<file path="config.mk">
export PLATFORM = sky130hd
export DESIGN_NAME = async_fifo_rd_port
export DESIGN_NICKNAME = d
export VERILOG_FILES = /design/src/rtl/async_fifo_rd_port.sv
export SDC_FILE = /design/constraint.sdc
export NUM_CORES = 1
export LEC_CHECK = 0
export CAP_MARGIN = 15
export CORE_MARGIN = 2
export CORE_UTILIZATION = 45
export DETAILED_ROUTE_END_ITERATION = 12
export GPL_ROUTABILITY_DRIVEN = 0
export PLACE_DENSITY_LB_ADDON = 0.25
export SYNTH_ARGS = -nofsm -noshare
export SYNTH_HDL_FRONTEND = slang
export SYNTH_SLANG_ARGS = --single-unit
export TNS_END_PERCENT = 10
</file>
<file path="constraint.sdc">
create_clock -name clk -period 3.7 [get_ports clk]
set_input_delay 0.74 -clock clk [delete_from_list [all_inputs] [get_ports clk]]
set_output_delay 0.74 -clock clk [all_outputs]
set_load 0.02 [all_outputs]
</file>
<file path="src/rtl/async_fifo_rd_port.sv">
// async_fifo_rd_port: read-side endpoint of a clock-domain-crossing FIFO.
// Optional `ASYNC_FIFO_RD_SYNC3_EN selects a 3-flop write-pointer synchroniser.
module async_fifo_rd_port #(
  parameter int fifo_data_size = 8,
  parameter int fifo_ptr_size  = 8
) (
  input  logic                      clk,
  input  logic                      reset,
  input  logic [fifo_ptr_size:0]    wr_ptr_gray,
  output logic [fifo_ptr_size:0]    rd_ptr_gray,
  output logic                      mem_rd_en,
  output logic [fifo_ptr_size-1:0]  mem_rd_addr,
  input  logic [fifo_data_size-1:0] mem_rd_data,
  output logic                      out_valid,
  input  logic                      out_ready,
  output logic [fifo_data_size-1:0] out_data,
  output logic [fifo_ptr_size:0]    fifo_fill
);

  localparam int PW = fifo_ptr_size + 1;
  localparam int DW = fifo_data_size;

  logic [PW-1:0] r_sync1;
  logic [PW-1:0] r_sync2;
  logic [PW-1:0] w_sync_last;
  logic [PW-1:0] w_wr_ptr_bin;

  logic [PW-1:0] r_rd_counter;
  logic [PW-1:0] r_rd_ptr_gray;
  logic [PW-1:0] r_fifo_fill;
  logic [PW-1:0] w_rd_cnt_nxt;
  logic [PW-1:0] w_rd_gray_nxt;

  logic          r_inflight;
  logic [1:0]    r_buf_cnt;
  logic [DW-1:0] r_head;
  logic [DW-1:0] r_skid;

  logic          w_mem_empty;
  logic          w_pop;
  logic [1:0]    w_occ;
  logic          w_issue;

`ifdef ASYNC_FIFO_RD_SYNC3_EN
  logic [PW-1:0] r_sync3;

  // Three-stage synchroniser for the foreign Gray write pointer
  always_ff @(posedge clk) begin
    if (reset) begin
      r_sync1 <= '0;
      r_sync2 <= '0;
      r_sync3 <= '0;
    end else begin
      r_sync1 <= wr_ptr_gray;
      r_sync2 <= r_sync1;
      r_sync3 <= r_sync2;
    end
  end

  assign w_sync_last = r_sync3;
`else
  // Two-stage synchroniser for the foreign Gray write pointer
  always_ff @(posedge clk) begin
    if (reset) begin
      r_sync1 <= '0;
      r_sync2 <= '0;
    end else begin
      r_sync1 <= wr_ptr_gray;
      r_sync2 <= r_sync1;
    end
  end

  assign w_sync_last = r_sync2;
`endif

  // Gray to binary: each binary bit is the XOR of all Gray bits at or above it
  for (genvar gi = 0; gi < PW; gi++) begin : g_g2b
    assign w_wr_ptr_bin[gi] = ^w_sync_last[PW-1:gi];
  end

  assign w_mem_empty = (r_rd_counter == w_wr_ptr_bin);
  assign w_pop       = (r_buf_cnt != 2'd0) && out_ready;

  // Occupancy the output stage will have after this cycle's pop
  assign w_occ   = r_buf_cnt + {1'b0, r_inflight} - {1'b0, w_pop};
  assign w_issue = !w_mem_empty && (w_occ < 2'd2);

  assign w_rd_cnt_nxt  = r_rd_counter + {{(PW-1){1'b0}}, w_issue};
  assign w_rd_gray_nxt = w_rd_cnt_nxt ^ (w_rd_cnt_nxt >> 1);

  // Read pointer, published Gray pointer, fill level and inflight flag
  always_ff @(posedge clk) begin
    if (reset) begin
      r_rd_counter  <= '0;
      r_rd_ptr_gray <= '0;
      r_fifo_fill   <= '0;
      r_inflight    <= 1'b0;
    end else begin
      r_rd_counter  <= w_rd_cnt_nxt;
      r_rd_ptr_gray <= w_rd_gray_nxt;
      r_fifo_fill   <= w_wr_ptr_bin - r_rd_counter;
      r_inflight    <= w_issue;
    end
  end

  // Two-entry output stage; skid drains into head so order is preserved
  always_ff @(posedge clk) begin
    if (reset) begin
      r_buf_cnt <= 2'd0;
      r_head    <= '0;
      r_skid    <= '0;
    end else if (w_pop) begin
      if (r_buf_cnt == 2'd2) begin
        r_head <= r_skid;
        if (r_inflight) begin
          r_skid <= mem_rd_data;
        end else begin
          r_buf_cnt <= 2'd1;
        end
      end else begin
        if (r_inflight) begin
          r_head <= mem_rd_data;
        end else begin
          r_buf_cnt <= 2'd0;
        end
      end
    end else if (r_inflight) begin
      if (r_buf_cnt == 2'd0) begin
        r_head    <= mem_rd_data;
        r_buf_cnt <= 2'd1;
      end else begin
        r_skid    <= mem_rd_data;
        r_buf_cnt <= 2'd2;
      end
    end
  end

  assign mem_rd_en   = w_issue;
  assign mem_rd_addr = r_rd_counter[fifo_ptr_size-1:0];
  assign rd_ptr_gray = r_rd_ptr_gray;
  assign fifo_fill   = r_fifo_fill;
  assign out_valid   = (r_buf_cnt != 2'd0);
  assign out_data    = r_head;

endmodule

</file>
# Yosys cells after proc, flatten, opt, wreduce, memory -nomap -nowiden
# Index checks and enable logic that the tools add are counted.
op_classes:
  addsub: 4
  n_mul: 0
  n_div: 0
  magnitude_cmp: 1
  n_eq_ne: 6
  shifts: 0
  mux: 15
  n_bitwise: 1
  n_reduce_logical: 19
ops:
  columns: ["operator", "count"]
  rows:
  - ["8-bit 2-to-1 mux", 9]
  - ["2-bit 2-to-1 mux", 6]
  - ["9-bit by 1-bit adder with 9-bit output", 1]
  - ["9-bit equality test", 1]
  - ["9-bit parity", 1]
  - ["9-bit subtractor", 1]
  - ["9-bit by 8-bit XOR with 9-bit output", 1]
  - ["2-bit nonzero test", 4]
  - ["8-bit parity", 1]
  - ["7-bit parity", 1]
  - ["2-bit inequality test, second input constant", 3]
  - ["6-bit parity", 1]
  - ["5-bit parity", 1]
  - ["4-bit AND reduction", 1]
  - ["4-bit parity", 1]
  - ["3-bit AND reduction", 1]
  - ["3-bit parity", 1]
  - ["2-bit by 1-bit adder with 2-bit output", 1]
  - ["2-bit equality test, second input constant", 1]
  - ["1-bit logical AND", 2]
  - ["2-bit zero test", 1]
  - ["2-bit less-than comparator, second input constant", 1]
  - ["2-bit by 1-bit inequality test with 1-bit output, second input constant", 1]
  - ["2-bit AND reduction", 1]
  - ["3 further kinds", 3]
totals:
  regBits: 64
  latch_bits: 0
  ramBits: 0
  rom_bits: 0
  input_bits: 20
  out_inout_bits: 36
  memories: 0

# Depth between registers and ports, before layout
logic_depth:
  ltp_word: 7
  ltp_mapped: 18

# Worst setup path before layout
# OpenSTA, ideal clock, no wires.
synth_timing:
  path_kind: "reg-to-reg"
  startpoint: "register r_sync2[5]"
  endpoint: "register r_rd_ptr_gray[6] (netlist: rd_ptr_gray[6])"
  t_arrival_ns: 3.605
  t_required_ns: 3.572
  setup_slack_ns: -0.033
  path_stages_with_launch: 19
  path_buffers: 1
  path_cell_list: "dfxtp_1 xor2_1 xor2_1 xnor2_2 xor2_2 xor2_2 xnor2_1 ha_1 nand4_1 nor3_1 nor2_1 ha_1 clkbuf_1 nand3_1 nor2_1 a21oi_1 o21ai_0 xnor2_1 nor2_1"
synth_between:
  elab_chain_cells: 6
synth_lines:
  columns: ["item", "line_no", "source"]
  rows:
  - ["start, declared", "24", "logic [PW-1:0] r_sync2;"]
  - ["start signal, assigned", "69", "r_sync2 <= r_sync1;"]
  - ["9-bit parity, or another cell as far along", "78", "assign w_wr_ptr_bin[gi] = ^w_sync_last[PW-1:gi];"]
  - ["9-bit equality test *", "81", "assign w_mem_empty = (r_rd_counter == w_wr_ptr_bin);"]
  - ["1-bit zero test *", "86", "assign w_issue = !w_mem_empty && (w_occ < 2'd2);"]
  - ["1-bit logical AND *", "86", null]
  - ["net mem_rd_en", "11", "output logic mem_rd_en,"]
  - ["9-bit by 1-bit adder with 9-bit output *", "88", "assign w_rd_cnt_nxt = r_rd_counter + {{(PW-1){1'b0}}, w_issue};"]
  - ["9-bit by 8-bit XOR with 9-bit output *", "89", "assign w_rd_gray_nxt = w_rd_cnt_nxt ^ (w_rd_cnt_nxt >> 1);"]
  - ["end signal, assigned", "100", "r_rd_ptr_gray <= w_rd_gray_nxt;"]
  - ["end, declared", "29", "logic [PW-1:0] r_rd_ptr_gray;"]
# Mark *: on every way through the listed nets, which the timed path passes. The rest lies on a longest branch.
# A chain may end at the register's enable or synchronous reset.

# Worst setup path after layout
layout_timing:
  startpoint: "register r_sync2[8]"
  endpoint: "output port mem_rd_en"
layout_between:
  elab_chain_cells: 4
layout_lines:
  columns: ["item", "line_no"]
  rows:
  - ["9-bit parity, or another cell as far along", "78"]
  - ["9-bit equality test *", "81"]
  - ["1-bit zero test *", "86"]
  - ["1-bit logical AND *", "86"]
  - ["end, declared", "11"]
# Every way passes the cells marked *; elsewhere a longest branch is shown, timed or not.

==> metrics <==
Synth Warn # 0; net switching power figure 0.918 mW; share of cells above drive strength 1 10.9%; Top FF cell, synth dfxtp_1; P_int around 1.7 mW; register area share after synthesis 44.9%; Comb pwr share 40.8%; Slew Viols, Final 0; DR vias 2296; die area ~6900 sq um; # diodes 0; Syn Nets 343; post-synth cell types 33; largest net degree at the start of global routing 64; fin util 62.2%; post-synthesis simple-gate area fraction 19.1%; critical path arrival around 2800 ps; Sw Ratio 35.1%; CP endpoint kind output port; clock sinks 63; top-count cell post-synth dfxtp_1; CTS Hold Bufs 0; worst-path cell chain xor2_2, xnor2_2, xnor2_2, xor2_2, xor2_2, buf_4, ha_1, nand4_1, nor3_2, nor2_2, clkdlybuf4s15_2; DR pass1 iterations 4; Yosys top cell by area dfxtp_1; Final Setup Violations 0; Post-Syn Instances 310; Adder-Cell Fraction of Synth Area under 10%; Max Fclk 286 MHz; Max-Cap Viols 0; CP most frequent cell xor2_2; Max FO, Critical Path 3; FF-to-FF path depth 17; crit start category flip-flop; Post-synth ARST share 0%; Seq cells post-synth 63; crit path kind reg2out; Worst path max stage delay 400 ps; GRT Total Usage 17.2%; worst path buffer plus inverter count 2; fin nets 404; fin crit period 3500 ps; TritonCTS clock tree built; Seq pwr share 34.0%; setup TNS 0 ps; Slew @ Worst Pin 1080 ps; xor and xnor area share after synthesis 11.6%; die width ~83 microns; Worst slew margin 28.0%; dpl cell area 3430 sq um; Final period util 94.6%; IR drop worst, VDD 0.375 mV; most frequent cells after synthesis dfxtp_1, nor2_1, nor2b_1, xnor2_1, a21oi_1; Hold Crit Depth 1; Boundary Pins 56; port buffer count 55; top cell type's share of synthesized area 44.9%; Synth Area in Compound Gates 10.7%; Pleak 1.41 nW; clk root buf clkbuf_8; power density over cell area around 700 nW/um^2; Routed wire per std cell 12.4 microns; Hold Crit Class reg2reg; Die H a little over 80 microns; Max clock buf depth 2; initial antenna violation count 0; Layout Cells excl Fill 451; CP required 2960 ps; Initial Util 46.9%; Post-Route WL 5600 microns; H-tree depth 3; vias in the first global route 2113; hold_ws 437 ps; drt drc 0; number of DRC markers in iteration 0 approximately 70; synthesized area 2810 sq um; main combinational cell family by area after synthesis simple AND/OR/NAND/NOR gates; Slowest cell on crit path dfxtp_1; delay-heaviest family, CP XOR/XNOR gates; row count 28; multiplexer share of the synthesized area 3.56%; hpwl dp just under 4000 microns; DR vias/cell 5.09; Hold Vio Cnt, Final 0; Final ANT Viol Nets 0; Worst-Skew Late Latency 350 ps; Stages on worst setup path 11; Clock Power Share ~25%; first-pass GRT wire length 9570 microns; Area Growth Syn to Fin 32.6%; outcome finished clean; GR Overflow Total 0; Area contributors post-synth dfxtp_1, xnor2_1, nor2_1; clk_skew 9.19 ps; Clock transition at path regs 60 ps; post-route cell area 3720 sq um; Syn Area/Cell ~9 sq um; core area 5990 sq um; placed cells 430; CTS Buf Count 9; EDFF count, synth 0
final cells by class:
cell class / count / area (sq um)
Timing Repair Buffer: 64 / 614
Tap cell: 75 / 93.8
Sequential cell: 63 / 1260
Fill cell: 517 / 2270
Multi-Input combinational cell: 217 / 1470
Clock buffer: 9 / 124
Clock inverter: 7 / 97.6
Inverter: 16 / 60.1
layer usage:
metal  GRT usage (%)  routed length (microns)  vias to the layer above
met3            4.27                      246                       15
met4            10.9                      173                        0
li1                -                        -                     1155
met1            21.1                     2550                     1060
met2            27.1                     2630                       66
met5               0                        0                        -
state kept, by name, summed over array words and instances, names as in the netlist:
name          count
r_sync1           9
out_data          8
fifo_fill         9
r_buf_cnt         2
r_rd_counter      9
r_skid            8
rd_ptr_gray       8
r_inflight        1
r_sync2           9
cells in the final DEF (no fill, tap or decap), types with 2 or more instances in the layout:
master,Yosys,final
a21oi_1,17,17
a311oi_1,8,8
buf_4,0,9
bufinv_16,0,2
clkbuf_8,0,9
clkdlybuf4s50_1,0,53
clkinv_4,0,2
clkinvlp_4,0,2
dfxtp_1,63,61
dfxtp_2,0,2
ha_1,12,12
inv_1,16,16
mux2i_1,10,10
nand2_1,16,16
nand2b_1,2,2
nand3_1,11,11
nand4_1,4,4
nor2_1,44,42
nor2_2,2,4
nor2b_1,25,25
nor3_1,5,4
o211ai_1,2,2
o21a_1,2,2
o21ai_0,11,11
or3_1,3,3
xnor2_1,22,22
xnor2_2,2,2
xor2_1,6,4
xor2_2,3,4
cells by family (layout without fill, tap and decap cells):
family | after synthesis | count (layout)
simple gates | 113 | 113
xor+xnor | 33 | 33
buf+inv | 30 | 96
mux | 10 | 10
compound gates | 48 | 48
flops | 63 | 63
fa+ha+maj | 13 | 13
worst paths after layout:
check                              from                         to  slack [ps]
setup / recovery  r_sync2[8]$_SDFF_PP0_                  mem_rd_en         200
hold / removal    r_sync1[8]$_SDFF_PP0_      r_sync2[8]$_SDFF_PP0_         440
setup reg to reg  r_sync2[8]$_SDFF_PP0_  rd_ptr_gray[7]$_SDFF_PP0_         300
hold reg to reg   r_sync1[8]$_SDFF_PP0_      r_sync2[8]$_SDFF_PP0_         440
power groups by stage:
stage	Sequential, mW	Clock, mW	Combinational (mW)
after global placement	0.901	0	1.03
after detailed placement	0.904	0	1.05
final	0.890	0.659	1.07
after CTS	0.889	0.674	1.06
after global routing	0.909	0.707	1.17
after floorplan	1.00	0	0.581
stage by stage:
step / power [mW] / setup WS [ps]
2_1_floorplan: 1.58 / 98.3
3_3_place_gp: 1.93 / 156
3_5_place_dp: 1.95 / 37.0
4_1_cts: 2.62 / 18.5
5_1_grt: 2.79 / -21.6
6_report: 2.62 / 199
timing repair:
action                                  CTS  global route
resized for setup                         5             5
endpoints found under the setup margin    2             9
pin swaps                                 0             7
setup buffers                             0             5
No activity file was read; power rests on OpenSTA's default activity.
